### config.mk
export PLATFORM = sky130hd
export DESIGN_NAME = ssd_driver_flat
export DESIGN_NICKNAME = d
export VERILOG_FILES = /design/src/rtl/ssd_driver_pkg.sv /design/src/rtl/ssd_driver_if.sv /design/src/rtl/ssd_driver_bin2bcd.sv /design/src/rtl/ssd_driver.sv /design/src/flat_wrapper.sv
export SDC_FILE = /design/constraint.sdc
export NUM_CORES = 1
export LEC_CHECK = 0
export CAP_MARGIN = 25
export CORE_MARGIN = 5
export CORE_UTILIZATION = 40
export DETAILED_ROUTE_END_ITERATION = 10
export DONT_BUFFER_PORTS = 1
export SETUP_SLACK_MARGIN = 0.02
export SLEW_MARGIN = 25
export SYNTH_ARGS = -nofsm -noshare
export SYNTH_HDL_FRONTEND = slang
export SYNTH_SLANG_ARGS = --single-unit
### constraint.sdc
create_clock -name clk -period 3.35 [get_ports clk]
set_input_delay 0.5025 -clock clk [delete_from_list [all_inputs] [get_ports clk]]
set_output_delay 0.5025 -clock clk [all_outputs]
set_load 0.05 [all_outputs]
### src/rtl/ssd_driver_pkg.sv
// Shared types and helpers for the seven-segment driver: FSM encoding,
// segment patterns ({g,f,e,d,c,b,a}, active-low), decoder and BCD add-3 step.
package ssd_driver_pkg;

    localparam int NUM_W   = 13;
    localparam int BCD_W   = 16;
    localparam int SHIFT_W = BCD_W + NUM_W;

    typedef enum logic {
        ST_IDLE = 1'b0,
        ST_CONV = 1'b1
    } conv_state_t;

    localparam logic [6:0] SEG_BLANK = 7'b1111111;
    localparam logic [6:0] SEG_0     = 7'b1000000;
    localparam logic [6:0] SEG_1     = 7'b1111001;
    localparam logic [6:0] SEG_2     = 7'b0100100;
    localparam logic [6:0] SEG_3     = 7'b0110000;
    localparam logic [6:0] SEG_4     = 7'b0011001;
    localparam logic [6:0] SEG_5     = 7'b0010010;
    localparam logic [6:0] SEG_6     = 7'b0000010;
    localparam logic [6:0] SEG_7     = 7'b1111000;
    localparam logic [6:0] SEG_8     = 7'b0000000;
    localparam logic [6:0] SEG_9     = 7'b0010000;

    function automatic logic [6:0] seg_decode(input logic [3:0] nib);
        logic [6:0] seg;
        case (nib)
            4'd0:    seg = SEG_0;
            4'd1:    seg = SEG_1;
            4'd2:    seg = SEG_2;
            4'd3:    seg = SEG_3;
            4'd4:    seg = SEG_4;
            4'd5:    seg = SEG_5;
            4'd6:    seg = SEG_6;
            4'd7:    seg = SEG_7;
            4'd8:    seg = SEG_8;
            4'd9:    seg = SEG_9;
            default: seg = SEG_BLANK;
        endcase
        return seg;
    endfunction

    // Double-dabble correction: any nibble >= 5 would carry past 9 after the shift.
    function automatic logic [BCD_W-1:0] bcd_add3(input logic [BCD_W-1:0] bcd);
        logic [BCD_W-1:0] res;
        res = bcd;
        for (int i = 0; i < 4; i++) begin
            if (bcd[i*4 +: 4] >= 4'd5)
                res[i*4 +: 4] = bcd[i*4 +: 4] + 4'd3;
        end
        return res;
    endfunction

endpackage

### src/rtl/ssd_driver_if.sv
// Display-side bundle: binary value in, multiplexed anode/segment drive out.
interface ssd_driver_if;
    import ssd_driver_pkg::*;

    logic [NUM_W-1:0] num_i;
    logic [3:0]       anode_o;
    logic [6:0]       seg_o;

    modport master (output num_i, input  anode_o, input  seg_o);
    modport slave  (input  num_i, output anode_o, output seg_o);
endinterface

### src/rtl/ssd_driver_bin2bcd.sv
// Iterative binary-to-BCD converter; restarts whenever the input differs from
// the last value it captured.
//
// state   | meaning
// --------+-------------------------------------------------------------
// ST_IDLE | holding result, waiting for i_num to differ from r_last_q
// ST_CONV | one add-3 + shift per cycle, 13 cycles, then publish result
module ssd_driver_bin2bcd
    import ssd_driver_pkg::*;
(
    input  logic             clk,
    input  logic             rst,
    input  logic [NUM_W-1:0] i_num,
    output logic [BCD_W-1:0] o_bcd
);

    conv_state_t          r_state;
    logic [SHIFT_W-1:0]   r_shift;
    logic [3:0]           r_cnt;
    logic [NUM_W-1:0]     r_last_q;
    logic [BCD_W-1:0]     r_bcd_q;

    logic [SHIFT_W-1:0]   w_step;
    logic [SHIFT_W-1:0]   w_next;

    assign w_step = {bcd_add3(r_shift[SHIFT_W-1 -: BCD_W]), r_shift[NUM_W-1:0]};
    assign w_next = {w_step[SHIFT_W-2:0], 1'b0};
    assign o_bcd  = r_bcd_q;

    always_ff @(posedge clk or negedge rst) begin
        if (!rst) begin
            r_state  <= ST_IDLE;
            r_shift  <= '0;
            r_cnt    <= '0;
            r_last_q <= '0;
            r_bcd_q  <= '0;
        end else begin
            case (r_state)
                ST_IDLE: begin
                    if (i_num != r_last_q) begin
                        r_shift  <= {{BCD_W{1'b0}}, i_num};
                        r_last_q <= i_num;
                        r_cnt    <= 4'(NUM_W - 1);
                        r_state  <= ST_CONV;
                    end
                end
                ST_CONV: begin
                    r_shift <= w_next;
                    // Terminal count marks the 13th shift.
                    if (r_cnt == 4'd0) begin
                        r_bcd_q <= w_next[SHIFT_W-1 -: BCD_W];
                        r_state <= ST_IDLE;
                    end else begin
                        r_cnt <= r_cnt - 4'd1;
                    end
                end
                default: r_state <= ST_IDLE;
            endcase
        end
    end

endmodule

### src/rtl/ssd_driver.sv
// Four-digit multiplexed common-anode display driver with registered outputs.
// Optional leading-zero blanking is enabled by defining SSD_LEADING_ZERO_BLANK_EN.
module ssd_driver
    import ssd_driver_pkg::*;
#(
    parameter int REFRESH_BITS = 18
) (
    input  logic         clk,
    input  logic         rst,
    ssd_driver_if.slave  bus
);

    logic [REFRESH_BITS-1:0] r_refresh;
    logic [3:0]              r_anode;
    logic [6:0]              r_seg;

    logic [BCD_W-1:0]        w_bcd;
    logic [1:0]              w_sel;
    logic [3:0]              w_nib;
    logic                    w_blank;

    ssd_driver_bin2bcd u_bin2bcd (
        .clk   (clk),
        .rst   (rst),
        .i_num (bus.num_i),
        .o_bcd (w_bcd)
    );

    assign w_sel = r_refresh[REFRESH_BITS-1 -: 2];
    assign w_nib = w_bcd[{w_sel, 2'b00} +: 4];

    always_comb begin
        w_blank = 1'b0;
`ifdef SSD_LEADING_ZERO_BLANK_EN
        case (w_sel)
            2'd1:    w_blank = (w_bcd[15:4]  == 12'd0);
            2'd2:    w_blank = (w_bcd[15:8]  == 8'd0);
            2'd3:    w_blank = (w_bcd[15:12] == 4'd0);
            default: w_blank = 1'b0;
        endcase
`endif
    end

    always_ff @(posedge clk or negedge rst) begin
        if (!rst) begin
            r_refresh <= '0;
            r_anode   <= 4'b1111;
            r_seg     <= SEG_BLANK;
        end else begin
            r_refresh <= r_refresh + {{(REFRESH_BITS-1){1'b0}}, 1'b1};
            if (w_blank) begin
                r_anode <= 4'b1111;
                r_seg   <= SEG_BLANK;
            end else begin
                r_anode <= ~(4'b0001 << w_sel);
                r_seg   <= seg_decode(w_nib);
            end
        end
    end

    assign bus.anode_o = r_anode;
    assign bus.seg_o   = r_seg;

endmodule

### src/flat_wrapper.sv
// flat-port wrapper written by rule: the top's interface ports become plain ports
module ssd_driver_flat import ssd_driver_pkg::*;
#(
    parameter int REFRESH_BITS = 18
)
  (clk, rst, bus_num_i, bus_anode_o, bus_seg_o);
  ssd_driver_if bus_i ();
  input  logic clk;
  input  logic rst;
  input wire logic [$bits(bus_i.num_i)-1:0] bus_num_i;
  output wire logic [$bits(bus_i.anode_o)-1:0] bus_anode_o;
  output wire logic [$bits(bus_i.seg_o)-1:0] bus_seg_o;
  assign bus_i.num_i = bus_num_i;
  assign bus_anode_o = bus_i.anode_o;
  assign bus_seg_o = bus_i.seg_o;
  ssd_driver #(.REFRESH_BITS(REFRESH_BITS)) u_core (.clk(clk), .rst(rst), .bus(bus_i));
endmodule
==> reports/qor.csv, run 1 <==
stage,metric,value,unit
route,highest_layer,met4,
placed_design,post-dp-hpwl,5370,µm
timing,rsz0062_at_grt,false,
route,drt_iter0_drc,151,
placed_design,port_buffers,0,
setup_path,crit_family,simple AND/OR/NAND/NOR gates,
route,via_count,2790,
cells_and_area,fillers,998,
route,route.detailed.drc,0,
timing,setup_violations,0,
logic_synthesis,synthArstFlopShare,1.00,
logic_synthesis,synth_top_area_frac,0.462,
placed_design,post_dp_cell_area,4490,µm²
floorplanning,start_util,0.406,
setup_path,critPathMaxStageDelay,0.72,ns
clock_tree,cts_buffers,9,
power,ir_drop,0.349,mV
route,totalWireLength,7930,µm
route,met1_length,3670,µm
timing,max_slew_margin,0.444,
timing,finalMaxSlewViolations,0,
clock_tree,cts_tree,done,
setup_path,path_cells,"xor2_1, nor4_2, and4_1, nor2_4, mux2_4",
route,wl_met2,3840,µm
setup_path,setup.worst_path.class,register to register,
logic_synthesis,yosysTopAreaCell,dfrtp_1,
flow_run,cap_violations,0,
cells_and_area,fin_util,0.440,
cells_and_area,fin_cells,549,
worst_hold_path,hp-class,input pin to async pin,
setup_path,path_buf_inv,0,
logic_synthesis,yosysWarningCount,0,
setup_path,crit_path_max_fanout,18,
floorplanning,core-area,10800,µm²
cells_and_area,nets,435,
clock_tree,cts_root_buf,clkbuf_8,
global_route,grt_start_max_net_pins,93,
setup_path,slowest_stage,and4_1,
clock_tree,clk_latency,0.37,ns
setup_path,required,3.61,ns
timing,fmax,469,MHz
logic_synthesis,synthXorXnorAreaFrac,0.0679,
global_route,grt-ovfl-total,0,
floorplanning,dieArea,13200,µm²
power,power_density,873,nW/µm²
logic_synthesis,synth_nets,438,
logic_synthesis,postSynthAreaPerCell,10.8,µm²
logic_synthesis,netlist_area,4390,µm²
floorplanning,num_rows,38,
logic_synthesis,synth_simple_gate_area_share,0.141,
timing,skew,0.00988,ns
setup_path,worst_setup_path_end_kind,register,
logic_synthesis,synth_mux_area_frac,0.0748,
timing,period_share,0.636,
cells_and_area,fin_area,4750,µm²
cells_and_area,seqCellArea,2320,µm²
route,wire_per_inst,14.4,µm
logic_synthesis,synthAdderAreaFrac,0.0456,
floorplanning,chipHeight,115,µm
placed_design,place_congestion,0.734,
setup_path,start_kind,register,
cells_and_area,synthToLayoutAreaGrowth,8.22,%
clock_tree,post-cts-setup-buffers,0,
logic_synthesis,synth_top_family_by_area,simple AND/OR/NAND/NOR gates,
placed_design,dp_cells,532,
cells_and_area,drive_above_1_share,0.125,
setup_path,worstPathArrival,2.39,ns
logic_synthesis,synth-seq-area-share,0.528,
logic_synthesis,ys_types,45,
route,postRouteAntennaNets,0,
timing,tightest_slew,0.834,ns
global_route,grt_pass1_wl,14000,µm
logic_synthesis,synth-compound-area-share,0.107,
timing,hold_viol,0,
global_route,grt_pass1_vias,2869,
logic_synthesis,netlist_top_cells_area,"dfrtp_1 46%, dfstp_2 6.6%, nand2_1 5.3%",
logic_synthesis,ys_ff_latch,92,
timing,setup_tns,0,ns
logic_synthesis,yosys_most_used_dff,dfrtp_1,
run_status,status,completed,
clock_tree,cts_buffer_depth,2,
timing,holdWs,0.0404,ns
cells_and_area,n_antenna_cell,0,
global_route,antenna_found_initial,0,
floorplanning,io_pins,26,
floorplanning,die_x,115,µm
logic_synthesis,synth_edf_count,0,
cells_and_area,multi_input_area,1910,µm²
power,leakagePower,2.04,nW
route,first_pass_iters,4,
clock_tree,ctsResizeCount,0,
clock_tree,cts.sinks,92,
route,avgViaCountPerCell,5.08,
clock_tree,clk_pin_slew,0.09,ns
global_route,grtUsageTotal,0.135,
route,wl_met3,258,µm
clock_tree,htreeDepth,3,
timing,min_period,2.13,ns
logic_synthesis,syn_inst,407,
-- area by class of cell --
class / instances / share of cell area
sequential: 92 / 0.488
multi-input combinational: 280 / 0.403
tap: 140 / 0.0369
clock buffer: 12 / 0.0327
clock inverter: 4 / 0.0150
inverter: 17 / 0.0134
timing repair buffer: 4 / 0.0105
-- state kept, by name, summed over array words and instances (netlist names) --
name                       count
u_core.bus.anode_o             4
u_core.u_bin2bcd.r_state       1
u_core.bus.seg_o               7
u_core.u_bin2bcd.r_shift      29
u_core.u_bin2bcd.o_bcd        16
u_core.u_bin2bcd.r_last_q     13
u_core.u_bin2bcd.r_cnt         4
u_core.r_refresh              18
-- per-layer routing --
layer  up-vias  track usage
li1       1395            -
met1      1362        0.175
met2        25        0.215
met3         8       0.0359
met4         0       0.0563
met5         -            0
-- report_power, final --
| group | leakage (nW) | switching [mW] | total [mW] | internal [mW] |
|---|---|---|---|---|
| combinational | 0.799 | 0.707 | 1.34 | 0.634 |
| clock | 0.110 | 0.387 | 0.846 | 0.459 |
| sequential | 1.13 | 0.420 | 1.96 | 1.54 |
| total | 2.04 | 1.51 | 4.14 | 2.63 |
-- through the flow --
step | total power, mW | setup WS (ns)
after floorplan | 3.00 | 1.60
after global placement | 3.24 | 1.16
after detailed placement | 3.32 | 1.09
after CTS | 4.20 | 1.23
after global routing | 4.49 | 1.10
final | 4.14 | 1.22
-- cells in the final DEF (no fill, tap or decap), drive strengths merged, types with 3 or more instances in the layout --
cell type,synthesis,layout
dfrtp,81,81
nand2,62,62
o21ai,27,27
a21oi,22,22
mux2,18,18
xnor2,17,17
xor2,17,17
ha,16,16
inv,16,16
nor2,15,15
nand3,12,12
clkbuf,10,12
o22ai,11,11
dfstp,11,11
nand2b,9,9
a31oi,9,9
nor3b,8,8
nor3,6,6
mux4,4,4
a2bb2oi,4,4
nor4,4,4
buf,8,4
o31ai,3,3
nand4,3,3
-- timing repair --
action | in CTS | in global routing
hold buffers | 1 | 0
endpoints found under the hold margin | 92 | 0
endpoints found under the setup margin | 0 | 0
-- final timing paths --
check                                              from                      endpoint  slack [ns]  depth (start not counted)
max                        u_core.u_bin2bcd.r_last_q[2]  u_core.u_bin2bcd.r_last_q[2]        1.22                          5
min                                                 rst  u_core.u_bin2bcd.r_shift[17]        0.04                          1
max reg2reg                u_core.u_bin2bcd.r_last_q[2]  u_core.u_bin2bcd.r_last_q[2]        1.22                          5
min reg2reg                        u_core.r_refresh[15]          u_core.r_refresh[15]        0.47                          1
max in group asynchronous                           rst           u_core.bus.seg_o[6]        2.94                          1
min in group clk                           bus_num_i[3]  u_core.u_bin2bcd.r_last_q[3]        0.26                          1
-- logic make-up after synthesis --
logic type	Yosys count
adder cells (fa/ha/maj)	16
XOR/XNOR	34
buffers and inverters	35
AND/OR/NAND/NOR	125
AO/OA/AOI/OAI	81
multiplexers	24
flip-flops	92
-- cells in the mapped netlist, types with 5 or more instances --
library cell and instances:
a21oi_1 22, a31oi_1 9, clkbuf_1 10, dfrtp_1 81
dfstp_2 11, ha_1 16, inv_1 13, mux2_1 10
nand2_1 62, nand2b_1 9, nand3_1 12, nor2_1 14
nor3_1 5, nor3b_1 7, o21ai_0 6, o21ai_1 21
o22ai_1 11, xnor2_1 17, xor2_1 17
(Power assumes the default switching activity.)
==> inputs of run 2 (changes only) <==
==> constraint.sdc (replaced) <==
create_clock -name clk -period 1.94 [get_ports clk]
set_input_delay 0.291 -clock clk [delete_from_list [all_inputs] [get_ports clk]]
set_output_delay 0.291 -clock clk [all_outputs]
set_load 0.05 [all_outputs]
==> run 2 against run 1 <==
Against the previous run:
- the flow now finishes with violations (negative hold slack)
- clock skew decreased by 0.0028 ns
- sequential cell count unchanged
- die area unchanged
- cell count increased by 0.91%
- global-route usage decreased by 0.23 points
- via count increased by 0.86%
- wire length decreased by 1.1%
- register-to-register slack got worse by 1.1 ns
- design area increased by 0.76%
- worst hold slack got worse by 0.42 ns
- combinational power increased by 72%
- highest routed layer unchanged
==> reports/qor.csv, run 2 (same netlist as run 1, synthesis figures left out) <==
stage,metric,value,unit
timing,max_slew_margin,0.691,
clock_tree,cts_buffer_depth,2,
cells_and_area,layout_commonest_cell,dfrtp_1,
flow_run,cap_violations,0,
run_status,violations,negative hold slack,
cells_and_area,nets,440,
power,swShare,0.356,
cells_and_area,layout_common_cells,"80 x dfrtp_1, 62 x nand2_1, 22 x a21oi_1",
cells_and_area,synthToLayoutAreaGrowth,9.04,%
power,ir_drop,0.594,mV
timing,setup_violations,0,
global_route,grt_pass1_wl,14000,µm
power,power.switching,2.56,mW
cells_and_area,largest_register_ff_count,29,
timing,rsz0062_at_grt,false,
floorplanning,start_util,0.406,
cells_and_area,multi_input_area,1910,µm²
timing,tightest_slew,0.460,ns
cells_and_area,seqCellArea,2320,µm²
clock_tree,clk_latency,0.36,ns
worst_hold_path,hp-class,input pin to async pin,
route,wire_per_inst,14.2,µm
global_route,grt-ovfl-total,0,
floorplanning,num_rows,38,
timing,period_share,0.951,
setup_path,worstPathArrival,2.12,ns
timing,setup_tns,0,ns
setup_path,start_kind,register,
cells_and_area,fin_area,4780,µm²
setup_path,required,2.22,ns
placed_design,port_buffers,0,
global_route,grt_start_max_net_pins,93,
setup_path,crit_family,simple AND/OR/NAND/NOR gates,
floorplanning,chipHeight,115,µm
power,pwr-share-clk,0.211,
setup_path,slowest_stage,dfrtp_1,
power,seqPwrFrac,0.468,
clock_tree,clk_pin_slew,0.08,ns
clock_tree,htreeDepth,3,
placed_design,post_dp_cell_area,4550,µm²
timing,min_period,1.84,ns
placed_design,place_congestion,0.781,
clock_tree,cts.sinks,92,
global_route,grtUsageTotal,0.133,
setup_path,worst_setup_path_end_kind,register,
setup_path,path_cells,"xor2_1, nor3_1, and4_1, buf_4, nand2_1, a31oi_1",
setup_path,setup.worst_path.class,register to register,
cells_and_area,drive_above_1_share,0.138,
floorplanning,io_pins,26,
clock_tree,cts_tree,done,
setup_path,crit_path_max_fanout,17,
placed_design,post-dp-hpwl,5290,µm
clock_tree,post-cts-setup-buffers,0,
floorplanning,die_x,115,µm
power,p_comb_frac,0.321,
route,drt_iter0_drc,164,
global_route,grt_pass1_vias,2905,
timing,finalMaxSlewViolations,0,
power,leakagePower,2.07,nW
clock_tree,cts_root_buf,clkbuf_8,
cells_and_area,fillers,985,
route,avgViaCountPerCell,5.08,
timing,hold_viol,92,
global_route,antenna_found_initial,0,
setup_path,path_buf_inv,1,
route,totalWireLength,7850,µm
run_status,status,"complete, but fails checks",
clock_tree,cts_buffers,9,
cells_and_area,n_antenna_cell,0,
timing,fmax,542,MHz
cells_and_area,top_register,u_core.u_bin2bcd.r_shift,
route,route.detailed.drc,0,
timing,holdWs,-0.382,ns
setup_path,critPathMaxStageDelay,0.41,ns
timing,skew,0.00712,ns
floorplanning,core-area,10800,µm²
power,power_density,1500,nW/µm²
power,p_int,4.63,mW
route,via_count,2814,
floorplanning,dieArea,13200,µm²
route,postRouteAntennaNets,0,
route,first_pass_iters,4,
run 2: layout make-up:
type | count | area share
multi-input cells | 280 | 0.400
flip-flops and latches | 92 | 0.485
well taps | 140 | 0.0366
repair buffers | 9 | 0.0167
clock inverters | 5 | 0.0209
inverters | 17 | 0.0133
clock buffers | 11 | 0.0275
run 2: repair_timing:
item / 4_1_cts / 5_1_grt
gates resized for setup: 0 / 1
hold endpoints to repair: 92 / 92
endpoints found under the setup margin: 0 / 1
run 2: power by group through the flow:
stage | registers [mW] | clock network, mW | logic [mW]
global placement | 3.38 | 0 | 2.23
CTS | 3.38 | 1.57 | 2.34
global route | 3.46 | 1.64 | 2.67
floorplan | 3.26 | 0 | 1.92
detailed placement | 3.40 | 0 | 2.34
finish | 3.37 | 1.52 | 2.31
run 2: stage by stage:
stage	cells	utilization	setup slack [ns]	total power, mW
2_1_floorplan	407	-	0.226	5.18
3_3_place_gp	538	0.422	0.166	5.61
3_5_place_dp	538	0.422	0.127	5.74
4_1_cts	554	0.443	0.100	7.29
5_1_grt	554	0.443	0.0211	7.78
6_report	554	0.443	0.0951	7.20
run 2: path summary, 6_finish.rpt:
| path | startpoint | endpoint | slack, ns | cells after the start |
|---|---|---|---|---|
| setup / recovery | u_core.u_bin2bcd.r_last_q[3] | u_core.u_bin2bcd.r_shift[5] | 0.1 | 6 |
| hold / removal | rst | u_core.u_bin2bcd.r_last_q[0] | -0.38 | 0 |
| setup reg to reg | u_core.u_bin2bcd.r_last_q[3] | u_core.u_bin2bcd.r_shift[5] | 0.1 | 6 |
| hold reg to reg | u_core.r_refresh[15] | u_core.r_refresh[15] | 0.47 | 1 |
| max in group asynchronous | rst | u_core.bus.seg_o[3] | 2.08 | 0 |
| min in group clk | bus_num_i[12] | u_core.u_bin2bcd.r_shift[12] | 0.06 | 2 |
run 2: routing by layer:
| layer | part of all wire | vias up | track usage |
|---|---|---|---|
| met2 | 0.48 | 26 | 0.211 |
| met5 | 0 | - | 0 |
| met1 | 0.47 | 1371 | 0.172 |
| met3 | 0.033 | 8 | 0.0354 |
| li1 | - | 1409 | - |
| met4 | 0.017 | 0 | 0.0556 |
==> inputs of run 3 (changes only) <==
--- a/config.mk
+++ b/config.mk
@@ -5,13 +5,16 @@
 export SDC_FILE = /design/constraint.sdc
 export NUM_CORES = 1
 export LEC_CHECK = 0
+export ABC_CLOCK_PERIOD_IN_PS = 1940
 export CAP_MARGIN = 25
 export CORE_MARGIN = 5
 export CORE_UTILIZATION = 40
 export DETAILED_ROUTE_END_ITERATION = 10
 export DONT_BUFFER_PORTS = 1
+export HOLD_SLACK_MARGIN = 0.1
 export SETUP_SLACK_MARGIN = 0.02
 export SLEW_MARGIN = 25
 export SYNTH_ARGS = -nofsm -noshare
 export SYNTH_HDL_FRONTEND = slang
 export SYNTH_SLANG_ARGS = --single-unit
+export TNS_END_PERCENT = 20
==> run 3 against run 2 <==
Against the previous run:
- the run still ends with negative hold slack left
- clock skew is essentially flat
- critical path type unchanged
- register-to-register slack barely moved
- utilization up 1.2 points
- sequential cell count did not move
==> reports/qor.csv, run 3 (same netlist as run 1, synthesis figures left out) <==
stage,metric,value,unit
cells_and_area,multi_input_area,1910,µm²
cells_and_area,nets,453,
cells_and_area,fin_area,4910,µm²
global_route,grt-ovfl-total,0,
power,finalPower,7.23,mW
setup_path,reg2reg_depth,6,
worst_hold_path,hp-class,input pin to async pin,
route,first_pass_iters,4,
power,swShare,0.357,
floorplanning,dieArea,13200,µm²
floorplanning,start_util,0.406,
placed_design,post_dp_cell_area,4550,µm²
clock_tree,cts_tree,done,
floorplanning,num_rows,38,
power,ir_drop,0.594,mV
floorplanning,core-area,10800,µm²
route,drt_iter0_drc,133,
power,pwr-share-clk,0.210,
global_route,antenna_found_initial,0,
clock_tree,cts_root_buf,clkbuf_8,
power,power_density,1470,nW/µm²
clock_tree,holdBufCountCts,13,
route,wire_per_inst,14.1,µm
cells_and_area,drive_above_1_share,0.133,
route,route.detailed.drc,0,
setup_path,startpoint,u_core.u_bin2bcd.r_last_q[3],
floorplanning,die_x,115,µm
clock_tree,clk_latency,0.36,ns
global_route,grt_pass1_wl,14200,µm
timing,rsz0062_at_grt,false,
cells_and_area,n_antenna_cell,0,
setup_path,worstPathArrival,2.12,ns
floorplanning,chipHeight,115,µm
timing,max_slew_margin,0.691,
placed_design,post-dp-hpwl,5290,µm
timing,fmax,542,MHz
timing,finalMaxSlewViolations,0,
global_route,grtUsageTotal,0.135,
global_route,grt_pass1_vias,2982,
clock_tree,htreeDepth,3,
setup_path,ff2ff_setup_slack,0.1,ns
route,avgViaCountPerCell,5.08,
cells_and_area,top_register,u_core.u_bin2bcd.r_shift,
cells_and_area,seqCellArea,2320,µm²
run_status,violations,negative hold slack,
setup_path,worstReg2RegEnd,u_core.u_bin2bcd.r_shift[5],
clock_tree,cts_buffer_depth,2,
cells_and_area,layout_common_cells,"80 x dfrtp_1, 62 x nand2_1, 22 x a21oi_1",
timing,setup_violations,0,
flow_run,cap_violations,0,
timing,period_share,0.950,
clock_tree,cts.sinks,92,
power,p_comb_frac,0.323,
timing,setup_tns,0,ns
setup_path,required,2.22,ns
setup_path,worst_setup_path_end_kind,register,
timing,hold_viol,92,
cells_and_area,layout_commonest_cell,dfrtp_1,
placed_design,port_buffers,0,
setup_path,cp-endpoint,u_core.u_bin2bcd.r_shift[5],
placed_design,place_congestion,0.781,
route,postRouteAntennaNets,0,
run_status,status,"complete, but fails checks",
clock_tree,cts_buffers,9,
route,totalWireLength,7980,µm
power,p_int,4.65,mW
cells_and_area,synthToLayoutAreaGrowth,12.0,%
setup_path,crit_path_max_fanout,17,
timing,setup_ws,0.0965,ns
power,leakagePower,2.12,nW
clock_tree,clk_pin_slew,0.08,ns
power,power.switching,2.58,mW
setup_path,start_kind,register,
timing,holdWs,-0.382,ns
power,seqPwrFrac,0.466,
timing,min_period,1.84,ns
setup_path,setup.worst_path.class,register to register,
floorplanning,io_pins,26,
global_route,grt_start_max_net_pins,93,
timing,skew,0.00733,ns
cells_and_area,largest_register_ff_count,29,
placed_design,pre_cts_ws,0.127,ns
route,via_count,2879,
cells_and_area,fillers,977,
timing,tightest_slew,0.460,ns
setup_path,r2r_start,u_core.u_bin2bcd.r_last_q[3],
## run 3: metrics by stage
step / utilization / cells
finish: 0.455 / 567
detailed placement: 0.422 / 538
CTS: 0.455 / 567
global placement: 0.422 / 538
global route: 0.455 / 567
floorplan: - / 407
## run 3: worst min-delay path by stage
stage | from | to | slack, ns | cells past startpoint
5_1_grt | rst | u_core.u_bin2bcd.r_last_q[10] | -0.41 | 0
6_report | rst | u_core.u_bin2bcd.r_last_q[0] | -0.38 | 0
4_1_cts | rst | u_core.u_bin2bcd.r_shift[10] | -0.40 | 0
2_1_floorplan | rst | u_core.r_refresh[0] | -0.005 | 0
3_3_place_gp | rst | u_core.u_bin2bcd.r_shift[16] | -0.001 | 0
3_5_place_dp | rst | u_core.u_bin2bcd.r_last_q[12] | 0.001 | 0
## run 3: cell type report
| cell class | instances | share of cell area |
|---|---|---|
| Tap cell | 140 | 0.0357 |
| Sequential cell | 92 | 0.472 |
| Timing Repair Buffer | 22 | 0.0428 |
| Inverter | 17 | 0.0130 |
| Clock inverter | 5 | 0.0204 |
| Multi-Input combinational cell | 280 | 0.390 |
| Clock buffer | 11 | 0.0267 |
## run 3: power by group through the flow
stage	sequential, mW	combinational (mW)	clock, mW
after floorplan	3.26	1.92	0
after detailed placement	3.40	2.34	0
after global routing	3.46	2.70	1.64
after CTS	3.38	2.37	1.57
final	3.37	2.34	1.52
after global placement	3.38	2.23	0
## run 3: metal layers
metal / track usage / share of wire
met2: 0.218 / 0.48
met4: 0.0548 / 0.016
met3: 0.0333 / 0.029
met5: 0 / 0
met1: 0.175 / 0.47
## run 3: worst max-delay path: stages, from the launching register on
cell	delay (ns)
dfrtp_1	0.41
xor2_1	0.15
nor3_1	0.37
and4_1	0.33
buf_4	0.25
nand2_1	0.08
a31oi_1	0.18
## run 3: timing repair
action,in CTS,in global routing
resized for setup,0,1
buffers inserted,0,0
hold endpoints to repair,117,92
setup endpoints to repair,0,1
